$ cat src/rtl/trng_pkg.sv
// Shared definitions for the TRNG sequencing controller.
//   - state_t     : controller FSM states
//   - *_DEF       : default parameter values for the controller
//   - cnt_w()     : width of a counter that must hold values 0..max_val
package trng_pkg;

    localparam int WIDTH_DEF      = 8;
    localparam int OUT_W_DEF      = 32;
    localparam int WARMUP_CYC_DEF = 64;
    localparam int RCT_LIMIT_DEF  = 16;

    typedef enum logic [2:0] {
        ST_IDLE,
        ST_WARMUP,
        ST_SAMPLE,
        ST_HOLD,
        ST_FAIL
    } state_t;

    function automatic int cnt_w(input int max_val);
        return (max_val < 2) ? 1 : $clog2(max_val + 1);
    endfunction

endpackage

$ cat src/rtl/trng_rct_health.sv
// Repetition-count health test on a stream of single entropy bits.
// Ports:
//   clk, rst_n : clock, asynchronous active-low reset
//   en         : bit_in is a valid sample this cycle
//   clr        : forget run history (takes priority over en)
//   bit_in     : folded entropy bit
//   fail       : combinational pulse, high on the sample that makes the run
//                of identical bits reach RCT_LIMIT
module trng_rct_health
    import trng_pkg::*;
#(
    parameter int RCT_LIMIT = RCT_LIMIT_DEF
) (
    input  logic clk,
    input  logic rst_n,
    input  logic en,
    input  logic clr,
    input  logic bit_in,
    output logic fail
);

    localparam int CNT_W = cnt_w(RCT_LIMIT);

    logic             prev_q, prev_d;
    logic [CNT_W-1:0] cnt_q, cnt_d;

    // With cnt_q == 0 the first bit always yields a run length of 1,
    // whichever value prev_q happens to hold.
    always_comb begin
        prev_d = prev_q;
        cnt_d  = cnt_q;
        fail   = 1'b0;
        if (clr) begin
            prev_d = 1'b0;
            cnt_d  = '0;
        end else if (en) begin
            prev_d = bit_in;
            if (bit_in == prev_q)
                cnt_d = cnt_q + CNT_W'(1);
            else
                cnt_d = CNT_W'(1);
            fail = (cnt_d == CNT_W'(RCT_LIMIT));
        end
    end

    always_ff @(posedge clk or negedge rst_n) begin
        if (!rst_n) begin
            prev_q <= 1'b0;
            cnt_q  <= '0;
        end else begin
            prev_q <= prev_d;
            cnt_q  <= cnt_d;
        end
    end

endmodule

$ cat src/rtl/trng_ctrl.sv
// Sequencing controller for the ring-oscillator entropy array.
// Enables the oscillators, waits out a warm-up period, folds each raw sample
// to one bit, debiases with a von Neumann extractor, health-checks with a
// repetition-count test, and packs OUT_W-bit words for a valid/ready consumer.
// Ports:
//   clk, rst_n   : clock, asynchronous active-low reset
//   start        : level request to produce entropy
//   clear_fail   : pulse, clears the sticky health failure
//   raw_in       : registered sample bus from the RO array
//   ro_en        : oscillator enable
//   out_valid    : out_data holds a fresh word
//   out_ready    : consumer accepts the word
//   out_data     : debiased random word (first extracted bit in the MSB)
//   busy         : controller not idle
//   health_fail  : sticky health-test failure
module trng_ctrl
    import trng_pkg::*;
#(
    parameter int WIDTH      = WIDTH_DEF,
    parameter int OUT_W      = OUT_W_DEF,
    parameter int WARMUP_CYC = WARMUP_CYC_DEF,
    parameter int RCT_LIMIT  = RCT_LIMIT_DEF
) (
    input  logic             clk,
    input  logic             rst_n,
    input  logic             start,
    input  logic             clear_fail,
    input  logic [WIDTH-1:0] raw_in,
    output logic             ro_en,
    output logic             out_valid,
    input  logic             out_ready,
    output logic [OUT_W-1:0] out_data,
    output logic             busy,
    output logic             health_fail
);

    localparam int BIT_W  = cnt_w(OUT_W);
    localparam int WARM_W = cnt_w(WARMUP_CYC);

    state_t            state_q, state_d;
    logic [WARM_W-1:0] warm_q, warm_d;
    logic [OUT_W-1:0]  acc_q, acc_d;
    logic [OUT_W-1:0]  data_q, data_d;
    logic [BIT_W-1:0]  bitcnt_q, bitcnt_d;
    logic              phase_q, phase_d;   // 1 = first bit of a pair is stored
    logic              first_q, first_d;
    logic              valid_q, valid_d;
    logic              fail_q, fail_d;

    logic              fold_bit;
    logic              sampling;
    logic              pair_done;
    logic              word_done;
    logic              rct_fail;
    logic [OUT_W-1:0]  acc_shift;

    assign fold_bit  = ^raw_in;
    assign sampling  = (state_q == ST_SAMPLE);
    // Second bit of an unequal pair: the stored first bit is the output bit.
    assign pair_done = phase_q && (first_q != fold_bit);
    assign word_done = sampling && pair_done && (bitcnt_q == BIT_W'(OUT_W - 1));
    assign acc_shift = {acc_q[OUT_W-2:0], first_q};

    // Run history is held clear for the whole warm-up, so every SAMPLE
    // entry from WARMUP starts a fresh test; HOLD keeps the history.
    trng_rct_health #(
        .RCT_LIMIT (RCT_LIMIT)
    ) u_rct (
        .clk    (clk),
        .rst_n  (rst_n),
        .en     (sampling),
        .clr    (state_q == ST_WARMUP),
        .bit_in (fold_bit),
        .fail   (rct_fail)
    );

    // State register
    always_ff @(posedge clk or negedge rst_n) begin
        if (!rst_n) begin
            state_q <= ST_IDLE;
            warm_q  <= '0;
        end else begin
            state_q <= state_d;
            warm_q  <= warm_d;
        end
    end

    // Next-state logic. In SAMPLE a health failure outranks word completion,
    // which in turn outranks a dropped start.
    always_comb begin
        state_d = state_q;
        warm_d  = warm_q;
        unique case (state_q)
            ST_IDLE: begin
                if (start) begin
                    state_d = ST_WARMUP;
                    warm_d  = WARM_W'(WARMUP_CYC - 1);
                end
            end
            ST_WARMUP: begin
                if (!start)
                    state_d = ST_IDLE;
                else if (warm_q == '0)
                    state_d = ST_SAMPLE;
                else
                    warm_d = warm_q - WARM_W'(1);
            end
            ST_SAMPLE: begin
                if (rct_fail)
                    state_d = ST_FAIL;
                else if (word_done)
                    state_d = ST_HOLD;
                else if (!start)
                    state_d = ST_IDLE;
            end
            ST_HOLD: begin
                if (valid_q && out_ready)
                    state_d = start ? ST_SAMPLE : ST_IDLE;
            end
            ST_FAIL: begin
                if (clear_fail)
                    state_d = ST_IDLE;
            end
            default: state_d = ST_IDLE;
        endcase
    end

    // Datapath: pairing, packing, word hand-off and the sticky failure flag.
    always_comb begin
        acc_d    = acc_q;
        bitcnt_d = bitcnt_q;
        phase_d  = phase_q;
        first_d  = first_q;
        data_d   = data_q;
        valid_d  = valid_q;
        fail_d   = fail_q;

        if (sampling) begin
            if (!phase_q) begin
                first_d = fold_bit;
                phase_d = 1'b1;
            end else begin
                phase_d = 1'b0;
                if (pair_done) begin
                    acc_d    = acc_shift;
                    bitcnt_d = bitcnt_q + BIT_W'(1);
                end
            end
            // Any exit from SAMPLE drops the partial word.
            if (state_d != ST_SAMPLE) begin
                acc_d    = '0;
                bitcnt_d = '0;
                phase_d  = 1'b0;
                if (state_d == ST_HOLD) begin
                    data_d  = acc_shift;
                    valid_d = 1'b1;
                end
                if (state_d == ST_FAIL)
                    fail_d = 1'b1;
            end
        end

        if (state_q == ST_HOLD && valid_q && out_ready)
            valid_d = 1'b0;
        if (state_q == ST_FAIL && clear_fail)
            fail_d = 1'b0;
    end

    always_ff @(posedge clk or negedge rst_n) begin
        if (!rst_n) begin
            acc_q    <= '0;
            bitcnt_q <= '0;
            phase_q  <= 1'b0;
            first_q  <= 1'b0;
            data_q   <= '0;
            valid_q  <= 1'b0;
            fail_q   <= 1'b0;
        end else begin
            acc_q    <= acc_d;
            bitcnt_q <= bitcnt_d;
            phase_q  <= phase_d;
            first_q  <= first_d;
            data_q   <= data_d;
            valid_q  <= valid_d;
            fail_q   <= fail_d;
        end
    end

    // Outputs
    always_comb begin
        ro_en       = (state_q == ST_WARMUP) || (state_q == ST_SAMPLE) ||
                      (state_q == ST_HOLD);
        busy        = (state_q != ST_IDLE);
        out_valid   = valid_q;
        out_data    = data_q;
        health_fail = fail_q;
    end

endmodule

$ cat config.mk
export PLATFORM = sky130hd
export DESIGN_NAME = trng_ctrl
export DESIGN_NICKNAME = d
export VERILOG_FILES = /design/src/rtl/trng_pkg.sv /design/src/rtl/trng_rct_health.sv /design/src/rtl/trng_ctrl.sv
export SDC_FILE = /design/constraint.sdc
export NUM_CORES = 1
export LEC_CHECK = 0
export ABC_CLOCK_PERIOD_IN_PS = 8500
export BUFFER_PORTS_ARGS = -buffer_cell sky130_fd_sc_hd__buf_2
export CORE_MARGIN = 2
export CORE_UTILIZATION = 45
export DETAILED_ROUTE_END_ITERATION = 12
export SLEW_MARGIN = 10
export SYNTH_ARGS = -nofsm -noshare
export SYNTH_HDL_FRONTEND = slang
export SYNTH_HIERARCHICAL = 1
export SYNTH_SLANG_ARGS = --single-unit
$ cat constraint.sdc
create_clock -name clk -period 8.5 [get_ports clk]
set_clock_uncertainty 0.15 [all_clocks]
set_input_delay 2.55 -clock clk [delete_from_list [all_inputs] [get_ports clk]]
set_output_delay 2.55 -clock clk [all_outputs]
set_load 0.005 [all_outputs]
# Word-level counts from Yosys, hierarchy flattened
# Index checks and enable logic that the tools add are counted.
totals:
  reg_bits: 89
  latch_bits: 0
  ram_bits: 0
  rom_bits: 0
  input_bits: 13
  output_inout_bits: 36
  mem_count: 0
classes:
  addsub: 3
  multipliers: 0
  div_mod_pow: 0
  order_cmp: 0
  n_eq_ne: 14
  shift: 0
  n_mux: 39
  bitwise: 1
  reduce_logical: 29
op_table:
  columns: ["operator", "count"]
  rows:
  - ["2-to-1 mux 31 bit", 3]
  - ["2-to-1 mux 5 bit", 5]
  - ["2-to-1 mux 3 bit", 8]
  - ["2-to-1 mux 7 bit", 3]
  - ["nonzero test 2 bit", 10]
  - ["2-to-1 mux 6 bit", 3]
  - ["case mux 3 bit (5 select lines)", 1]
  - ["2-to-1 mux 1 bit", 14]
  - ["case mux 7 bit (2 select lines)", 1]
  - ["AND reduction 3 bit", 4]
  - ["== test 3 x 2 -> 1 bit (second input constant)", 3]
  - ["parity 8 bit", 1]
  - ["logical AND 1 bit", 7]
  - ["zero test 7 bit", 1]
  - ["subtractor 7 x 1 -> 7 bit (second input constant)", 1]
  - ["adder 6 x 1 -> 6 bit (second input constant)", 1]
  - ["== test 3 bit (second input constant)", 2]
  - ["== test 6 x 5 -> 1 bit (second input constant)", 1]
  - ["!= test 2 bit (second input constant)", 3]
  - ["adder 5 x 1 -> 5 bit (second input constant)", 1]
  - ["== test 5 bit (second input constant)", 1]
  - ["AND reduction 4 bit", 1]
  - ["== test 3 x 1 -> 1 bit (second input constant)", 1]
  - ["zero test 3 bit", 1]
  - ["8 further kinds", 9]

# Logic depth before layout (Yosys ltp)
# Gate-level depths: netlist of run 1.
depth:
  depth_word: 15
  ltp_mapped: 13
  ltp_nobuf: 10

# Cells and area by module
# Netlist of run 1, hierarchy kept.
by_module_without_submodules:
  columns: ["module", "n_inst", "cells_per_inst", "area_per_inst_um2", "seq_area_each_um2"]
  rows:
  - ["trng_ctrl", 1, 275, 3578.4, 2077.0]
  - ["trng_rct_health", 1, 40, 394.1, 150.1]

# Worst setup path before layout of run 1
# OpenSTA, ideal clock, no wires.
synth_timing:
  path_type: "in2reg"
  start: "input raw_in[3]"
  end: "register data_q[10], in the netlist out_data[10]"
  setup_time_ns: 0.125
  t_arrival_ns: 5.050
  required_time_ns: 8.225
  setup_slack_ns: 3.175
  cell_stages: 9
  n_path_buf: 1
  path_cell_list: "xnor2_1 -> xnor2_2 -> xor2_1 -> xor2_2 -> a2111oi_2 -> or4_4 -> nor2_4 -> buf_4 -> mux2_2"
synth_via:
  elab_chain_len: 12
  elab_cells_between_ends: 18
  cone_classes: "eq/ne (5); mux (8); reduce/logical (5)"
synth_rtl:
  columns: ["item", "line_no", "text"]
  rows:
  - ["start, declared", "trng_ctrl.sv:28", "input logic [WIDTH-1:0] raw_in,"]
  - ["parity 8 bit *", "trng_ctrl.sv:57", "assign fold_bit = ^raw_in;"]
  - ["named net fold_bit", "trng_ctrl.sv:50", "logic fold_bit;"]
  - ["== test 1 bit *", "trng_rct_health.sv:38", "if (bit_in == prev_q)"]
  - ["2-to-1 mux 5 bit *", "trng_rct_health.sv:38", null]
  - ["2-to-1 mux 5 bit *", "trng_rct_health.sv:36", "end else if (en) begin"]
  - ["2-to-1 mux 5 bit *", "trng_rct_health.sv:33", "if (clr) begin"]
  - ["== test 5 bit *", "trng_rct_health.sv:42", "fail = (cnt_d == CNT_W'(RCT_LIMIT));"]
  - ["2-to-1 mux 1 bit *", "trng_rct_health.sv:36", null]
  - ["2-to-1 mux 1 bit *", "trng_rct_health.sv:33", null]
  - ["named net rct_fail", "trng_ctrl.sv:54", "logic rct_fail;"]
  - ["2-to-1 mux 3 bit *", "trng_ctrl.sv:109", "if (rct_fail)"]
  - ["case mux 3 bit (5 select lines) *", "trng_ctrl.sv:93", "unique case (state_q)"]
  - ["!= test 3 x 2 -> 1 bit / == test 3 x 2 -> 1 bit (equally long branches)", "trng_ctrl.sv:150, trng_ctrl.sv:154", null]
  - ["AND reduction 3 bit (no line) *", null, null]
  - ["end signal, assigned", "trng_ctrl.sv:183", "data_q <= data_d;"]
  - ["end, declared", "trng_ctrl.sv:43", "logic [OUT_W-1:0] data_q, data_d;"]
# The timed path passes the listed nets; every way through them passes the cells marked *. The select of a mux whose other input is x is not followed.
# A chain may end at the register's enable or synchronous reset.

# Worst setup path in the final report of run 1
layout_timing:
  start: "input raw_in[6]"
  end: "register bitcnt_q[0]"
layout_via:
  elab_chain_len: 13
  elab_cells_between_ends: 20
  cone_classes: "eq/ne (4); mux (9); reduce/logical (7)"
layout_rtl:
  columns: ["item", "line_no", "text"]
  rows:
  - ["parity 8 bit *", "trng_ctrl.sv:57", null]
  - ["named net fold_bit", "trng_ctrl.sv:50", null]
  - ["== test 1 bit *", "trng_rct_health.sv:38", null]
  - ["2-to-1 mux 5 bit *", "trng_rct_health.sv:38", null]
  - ["2-to-1 mux 5 bit *", "trng_rct_health.sv:36", null]
  - ["2-to-1 mux 5 bit *", "trng_rct_health.sv:33", null]
  - ["== test 5 bit *", "trng_rct_health.sv:42", null]
  - ["2-to-1 mux 1 bit *", "trng_rct_health.sv:36", null]
  - ["2-to-1 mux 1 bit *", "trng_rct_health.sv:33", null]
  - ["named net rct_fail", "trng_ctrl.sv:54", null]
  - ["2-to-1 mux 3 bit *", "trng_ctrl.sv:109", null]
  - ["case mux 3 bit (5 select lines) *", "trng_ctrl.sv:93", null]
  - ["!= test 3 x 2 -> 1 bit *", "trng_ctrl.sv:150", "if (state_d != ST_SAMPLE) begin"]
  - ["nonzero test 2 bit (no line)", null, null]
  - ["AND reduction 3 bit (no line)", null, null]
  - ["end signal, assigned", "trng_ctrl.sv:180", "bitcnt_q <= bitcnt_d;"]
  - ["end, declared", "trng_ctrl.sv:44", "logic [BIT_W-1:0] bitcnt_q, bitcnt_d;"]
# Marks and branches as above.

==> impl_results.md, run 1 <==
* Initial antenna violation count at 0
* Final period utilization at 69.70%
* Num CTS Buffers at 9
* Gr ovfl total at 0
* CP Data Required Time at 8630 ps
* Startpoint types: input pin
* Clk slew on worst S/H paths at 90 ps
* Detail Route Antenna Nets at 0
* Placed instance area at 4267 µm²
* Top FF cell, synth: dfrtp_1
* # fillers at 789
* Largest net degree at the start of global routing at 70
* Final worst slack at 2576 ps
* Crit-path cells: buf_2 > xnor2_1 > xnor2_1 > xor2_1 > xor2_2 > a2111oi_2 > nand3b_1 > a221oi_2 > o211ai_4 > nor3_4 > mux2_2
* Clk Latency, worst-skew pair at 340 ps
* Syn Nets at 331
* Synth top area share at 56.06%
* EDFF count, synth at 0
* Die Ht at 97.96 µm
* Detailed Route WL at 7.021 mm
* Gpl congestion at 0.8044
* Pwr Density at 185.8 nW/µm²
* Synth top area cells: dfrtp_1 56%, mux2_2 8.8%, a22o_1 6.8%
* Gate Count Post-Synth at 315
* Iteration-0 DRC Markers at 86
* Outcome: finished, final reports clean
* Synth warn at 6
* Fin crit period at 5924 ps
* Slew @ Worst Pin at 1148 ps
* HP Start: bitcnt_q[5]
* Hold Path Class: reg -> reg
* Critical Path Slowest Stage Cell: nor3_4
* H-tree lvl count at 3
* Area of the multi-input gates at 1622 µm²
* Vias in the first global route at 2539
* Diodes inserted at 0
* TritonCTS clock tree: yes
* Fraction of layout instances using a drive strength above 1 at 30.16%
* Max-slew violations at 0
* Die X at 97.96 µm
* Initial DRT Pass Iterations at 4
* Most common cell on crit path: xnor2_1
* CP Class: in -> reg
* Util after Layout at 51.77%
* Vias/cell at 5.374
* Rows at 34
* Post-Syn Area per Cell at 12.61 µm²
* PortBufs at 48
* Sequential share of the synthesized area at 56.06%
* Final setup vio count at 0
* Final nets at 379
* Top delay family on crit path: XOR/XNOR gates
* Crit path DAT at 6060 ps
* Via count at 2558
* Setup TNS Final at 0 ps
* Highest cell delay on the worst timing path at 900 ps
* Dominant cell type by area after synthesis: dfrtp_1
* Post-CTS Setup Bufs at 0
* Final Hold Fails at 0
* Share of flip-flops with an asynchronous set or reset at 100.0%
* Most common library cells after synthesis: 89 x dfrtp_1, 31 x a22o_1, 31 x mux2_2, 20 x nand2_1, 15 x nor2_1
* Top-count cell post-synth: dfrtp_1
* Clock sinks at 89
* Crit. End Element: register
* Static Leak at 2.200 nW
* CTS Hold Bufs at 0
* Core area at 8636 µm²
* GRT Resource Usage Total at 15.46%
* Post_cts resized at 0
* Max VDD drop at 0.08183 mV
* Synth Cell Area at 3973 µm²
* # Max-Cap Violations at 0
* CP bufs+invs at 1
* Full die area at 9595 µm²
* Average routed wire per standard cell at 14.75 µm
* First-pass GRT wire length at 12.12 mm
* Max_slew headroom at 23.19%
* Worst-path fanout max at 32
* Post-route cell area at 4471 µm²
* Synth Register Bits at 89
* DRC viols at 0
* Reg-to-reg startpoint: state_q[2]
* Area Growth Syn to Fin at 12.54%
* Placement Setup Slack at 2213 ps
* Initial core utilization at 46.00%
* Sequential cell area at 2227 µm²
* Clock root buffer: clkbuf_8
* RSZ-0062 raised after global routing: no
* Fmax at 168.8 MHz
* Clock buffer depth at 2
* Ports at 49
* Critical path origin: raw_in[6]
* DPL Wire Length at 4.554 mm
* Number of distinct library cells after synthesis at 53
cell families after synthesis:
group           after synthesis  synth area share (%)
xor+xnor                     17                 4.851
compound gates               72                 13.95
simple gates                 81                 11.37
fa+ha+maj                     3                0.9450
mux                          34                 9.606
buf+inv                      19                 3.213
flops                        89                 56.06
cells in the final DEF, fill, tap and decap left out, drive strengths merged, types with 2 or more instances in the layout:
cell type and instances:
and3 2, mux2 33, a21boi 2, nor2 17, a31oi 3, o22ai 2, nor3 6, a21oi 10
xor2 4, a22o 31, clkbuf 11, and2 2, nand2b 5, nor2b 3, buf 50, ha 3
nand3b 4, nor4 4, dfrtp 89, clkinvlp 2, inv 7, xnor3 2, o22a 2, o21ai 13
xnor2 11, nand2 21, nand3 11
layout make-up:
type / instances / area share (%)
Clock buffer: 11 / 3.163
Clock inverter: 5 / 1.399
Inverter: 6 / 0.5598
Multi-Input combinational cell: 207 / 36.27
Sequential cell: 89 / 49.82
Tap cell: 108 / 3.023
Timing Repair Buffer: 50 / 5.765
path summary, 6_finish.rpt:
| check | slack [ps] | to | cells past startpoint |
|---|---|---|---|
| max reg2reg | 4650 | bitcnt_q[0] | 9 |
| min reg2reg | 340 | bitcnt_q[5] | 1 |
| max | 2580 | bitcnt_q[0] | 11 |
| min in group asynchronous | 1930 | warm_q[2] | 1 |
| min | 340 | bitcnt_q[5] | 1 |
| max in group asynchronous | 5150 | out_data[20] | 2 |
flip-flops by register name (all words and copies together), names as in the netlist:
signal / cells
state_q: 3
out_valid: 1
u_rct/prev_q: 1
bitcnt_q: 6
health_fail: 1
phase_q: 1
acc_q: 31
first_q: 1
warm_q: 7
u_rct/cnt_q: 5
out_data: 32
routing by layer:
layer  global-route usage (%)  vias up  wire length [µm]
met4                    5.769        0                91
met1                    23.09     1270              3520
met3                    3.078        8               247
li1                         -     1245                 -
met2                    22.39       35              3161
met5                        0        -                 0
power by group:
| part | switching (mW) | total (mW) | internal, mW |
|---|---|---|---|
| clock network | 0.149 | 0.295 | 0.146 |
| logic | 0.0503 | 0.0842 | 0.0339 |
| registers | 0.0152 | 0.451 | 0.436 |
| total | 0.215 | 0.831 | 0.616 |
worst reg2reg max path: cells and delay by family, from the launching register on:
family           cells  cell delay, ps
AND/OR/NAND/NOR      5            2140
flip-flops           1             530
multiplexers         1             310
AO/OA/AOI/OAI        3             670
metrics by stage:
step / hold slack [ps] / total power, mW / instances
floorplan: 301.3 / 0.5165 / 315
global placement: 315.2 / 0.5438 / 460
detailed placement: 323.6 / 0.5451 / 460
CTS: 339.9 / 0.8435 / 476
global route: 375.2 / 0.8701 / 476
finish: 342.1 / 0.8308 / 476
No activity file was read; power rests on OpenSTA's default activity.
==> run 2: changes to the inputs <==
--- a/config.mk
+++ b/config.mk
@@ -5,11 +5,13 @@
 export SDC_FILE = /design/constraint.sdc
 export NUM_CORES = 1
 export LEC_CHECK = 0
-export ABC_CLOCK_PERIOD_IN_PS = 8500
+export ABC_AREA = 1
+export ABC_CLOCK_PERIOD_IN_PS = 5300
 export BUFFER_PORTS_ARGS = -buffer_cell sky130_fd_sc_hd__buf_2
 export CORE_MARGIN = 2
 export CORE_UTILIZATION = 45
 export DETAILED_ROUTE_END_ITERATION = 12
+export PLACE_DENSITY = 0.67
 export SLEW_MARGIN = 10
 export SYNTH_ARGS = -nofsm -noshare
 export SYNTH_HDL_FRONTEND = slang
==> constraint.sdc (replaced) <==
create_clock -name clk -period 5.3 [get_ports clk]
set_clock_uncertainty 0.15 [all_clocks]
set_input_delay 1.59 -clock clk [delete_from_list [all_inputs] [get_ports clk]]
set_output_delay 1.59 -clock clk [all_outputs]
set_load 0.005 [all_outputs]
==> impl_results.md, run 2 <==
* Outcome: finished, final reports clean
* Clk Latency, worst-skew pair at 360 ps
* Core area at 8763 µm²
* Slew @ Worst Pin at 563.6 ps
* Hold Path Class: reg -> reg
* Hold Crit Endpoint: out_data[14]
* Startpoint types: input pin
* Max VDD drop at 0.1263 mV
* Simple-Gate Fraction of Synth Area at 26.07%
* Largest family of logic cells by synthesized area: simple AND/OR/NAND/NOR gates
* Dominant cell type by area after synthesis: dfrtp_1
* Placed cells at 589
* RSZ-0062 raised after global routing: no
* Max-slew violations at 0
* Fraction of layout instances using a drive strength above 1 at 19.11%
* Crit. End Element: register
* Vias in the first global route at 2907
* Synth Cell Area at 4084 µm²
* Die X at 99.27 µm
* Most frequent cells in the layout: 172 x nand2_1, 89 x dfrtp_1, 47 x buf_2
* Sequential Power Share at 54.4%
* Internal at 964.1 µW
* Reg2reg end: acc_q[12]
* Iteration-0 DRC Markers at 151
* CTS Hold Bufs at 0
* Initial antenna violation count at 0
* H-tree lvl count at 3
* Reg-to-reg startpoint: state_q[2]
* Gpl congestion at 0.8558
* Clock sinks at 89
* Post-synthesis adder-cell area fraction at 0.9191%
* Clock root buffer: clkbuf_8
* Largest net degree at the start of global routing at 48
* DPL Wire Length at 4.992 mm
* Top-count cell post-synth: nand2_1
* Num CTS Buffers at 9
* Most common library cells after synthesis: 172 x nand2_1, 89 x dfrtp_1, 35 x inv_1, 31 x mux2_1, 18 x nor2_1
* Max_slew headroom at 62.42%
* Number of distinct library cells after synthesis at 34
* Full die area at 9854 µm²
* Detail Route Antenna Nets at 0
* Combinational Power Share at 3.8%
* TritonCTS clock tree: yes
* Reg-to-reg slack, setup at 2220 ps
* Sw Pwr at 287.6 µW
* Initial core utilization at 46.60%
* Post-route cell area at 4626 µm²
* Max reg flops at 32
* GRT Resource Usage Total at 16.00%
* Worst hold margin at 340.2 ps
* Area Growth Syn to Fin at 13.27%
* Non-Filler Instances at 605
* Fin crit period at 3958 ps
* Fmax at 252.6 MHz
* Pwr Density at 270.6 nW/µm²
* Via count at 2963
* Gate Count Post-Synth at 441
* Diodes inserted at 0
* Detailed Route WL at 7.195 mm
* Commonest non-fill, non-tap cell in the layout: nand2_1
* Top FF cell, synth: dfrtp_1
* Rows at 34
* CP Data Required Time at 5450 ps
* Initial DRT Pass Iterations at 5
* Xor/xnor share of the synthesized area at 0.6434%
* Ports at 49
* Setup TNS Final at 0 ps
* First-pass GRT wire length at 12.85 mm
* EDFF count, synth at 0
* Die Ht at 99.27 µm
* Sequential share of the synthesized area at 54.53%
* Gr ovfl total at 0
* HP Start: out_data[14]
* Crit path DAT at 4110 ps
* Vias/cell at 4.898
* Post-Syn Area per Cell at 9.261 µm²
* Post_cts resized at 0
* Synth Register Bits at 89
* # Max-Cap Violations at 0
* Share of flip-flops with an asynchronous set or reset at 100.0%
* Synth top area cells: dfrtp_1 55%, nand2_1 16%, mux2_1 8.5%
* DRC viols at 0
* Post-synthesis mux area share at 8.548%
* Switching Fraction at 22.98%
* Clk slew on worst S/H paths at 90 ps
* Final nets at 508
* Synth warn at 6
* Final Hold Fails at 0
* CP Class: in -> reg
* Util after Layout at 52.78%
* Clock buffer depth at 2
* Hold path cells at 1
* R2R cell count at 12
* Static Leak at 2.691 nW
* Post-CTS Setup Bufs at 0
* Clk pwr share at 41.7%
* Final period utilization at 74.68%
* Worst-path fanout max at 34
* Compound-Gate Fraction of Synth Area at 3.493%
* PortBufs at 48
* Syn Nets at 457
* Final setup vio count at 0
* Average routed wire per standard cell at 11.89 µm
* Placed instance area at 4400 µm²
* Synth top area share at 54.53%
-- run 2: cell count changes in the layout (fill, tap and decap cells not counted), moves of 9 or more --
cell,before,now
a22o_1,31,0
inv_1,5,35
mux2_1,2,31
mux2_2,31,0
nand2_1,20,172
nand2_2,0,9
xnor2_1,10,0
-- run 2: cell type report --
class	instances	area, µm²
Inverter	42	160.2
Multi-Input combinational cell	300	1620
Tap cell	108	135.1
Sequential cell	89	2227
Clock inverter	7	101.3
Fill cell	803	4138
Clock buffer	9	123.9
Timing Repair Buffer	50	257.7
-- run 2: worst max-delay path by stage --
stage	startpoint	end	slack, ps	depth (start not counted)
3_3_place_gp	raw_in[0]	acc_q[13]	1080	21
5_1_grt	raw_in[0]	acc_q[6]	980	21
4_1_cts	raw_in[0]	acc_q[12]	1330	21
6_report	raw_in[0]	acc_q[12]	1340	21
2_1_floorplan	raw_in[0]	bitcnt_q[5]	1740	20
3_5_place_dp	raw_in[0]	acc_q[22]	950	21
-- run 2: power by group through the flow --
| stage | clock network, mW | logic, mW | registers, mW |
|---|---|---|---|
| floorplan | 0 | 0.0251 | 0.695 |
| global placement | 0 | 0.0483 | 0.695 |
| detailed placement | 0 | 0.0500 | 0.695 |
| CTS | 0.537 | 0.0500 | 0.681 |
| global route | 0.567 | 0.0575 | 0.682 |
| finish | 0.522 | 0.0481 | 0.681 |
-- run 2: cell families after synthesis --
group                    after synthesis
buffers and inverters                 52
XOR/XNOR                               3
adder cells (fa/ha/maj)                3
AO/OA/AOI/OAI                         26
flip-flops                            89
AND/OR/NAND/NOR                      237
multiplexers                          31
-- run 2: metrics by stage --
step	setup slack, ps	power [mW]
after floorplan	1744	0.7198
after global placement	1077	0.7431
after detailed placement	947.0	0.7449
after CTS	1334	1.268
after global routing	983.4	1.306
final	1342	1.252
-- run 2: metal layers --
layer | track usage [%] | up-vias | part of all wire [%]
li1 | - | 1491 | -
met1 | 21.18 | 1412 | 48
met2 | 25.88 | 52 | 47
met3 | 4.638 | 8 | 4.2
met4 | 4.426 | 0 | 0.97
met5 | 0 | - | 0
-- run 2: worst max-delay path, stage by stage --
cell and delay [ps]:
buf_2 110, nand2_1 80, inv_1 40, nor2_1 110
nand2_1 60, nand2_1 50, nand2_1 70, nand2_2 120
inv_2 50, nand2_2 70, nand2_1 60, nor2_1 100
nand3_1 100, nor2_2 160, nor2_2 100, nand2_4 370
nand2_2 160, nor3_4 180, buf_4 340, nand2_1 100
nand2_1 80
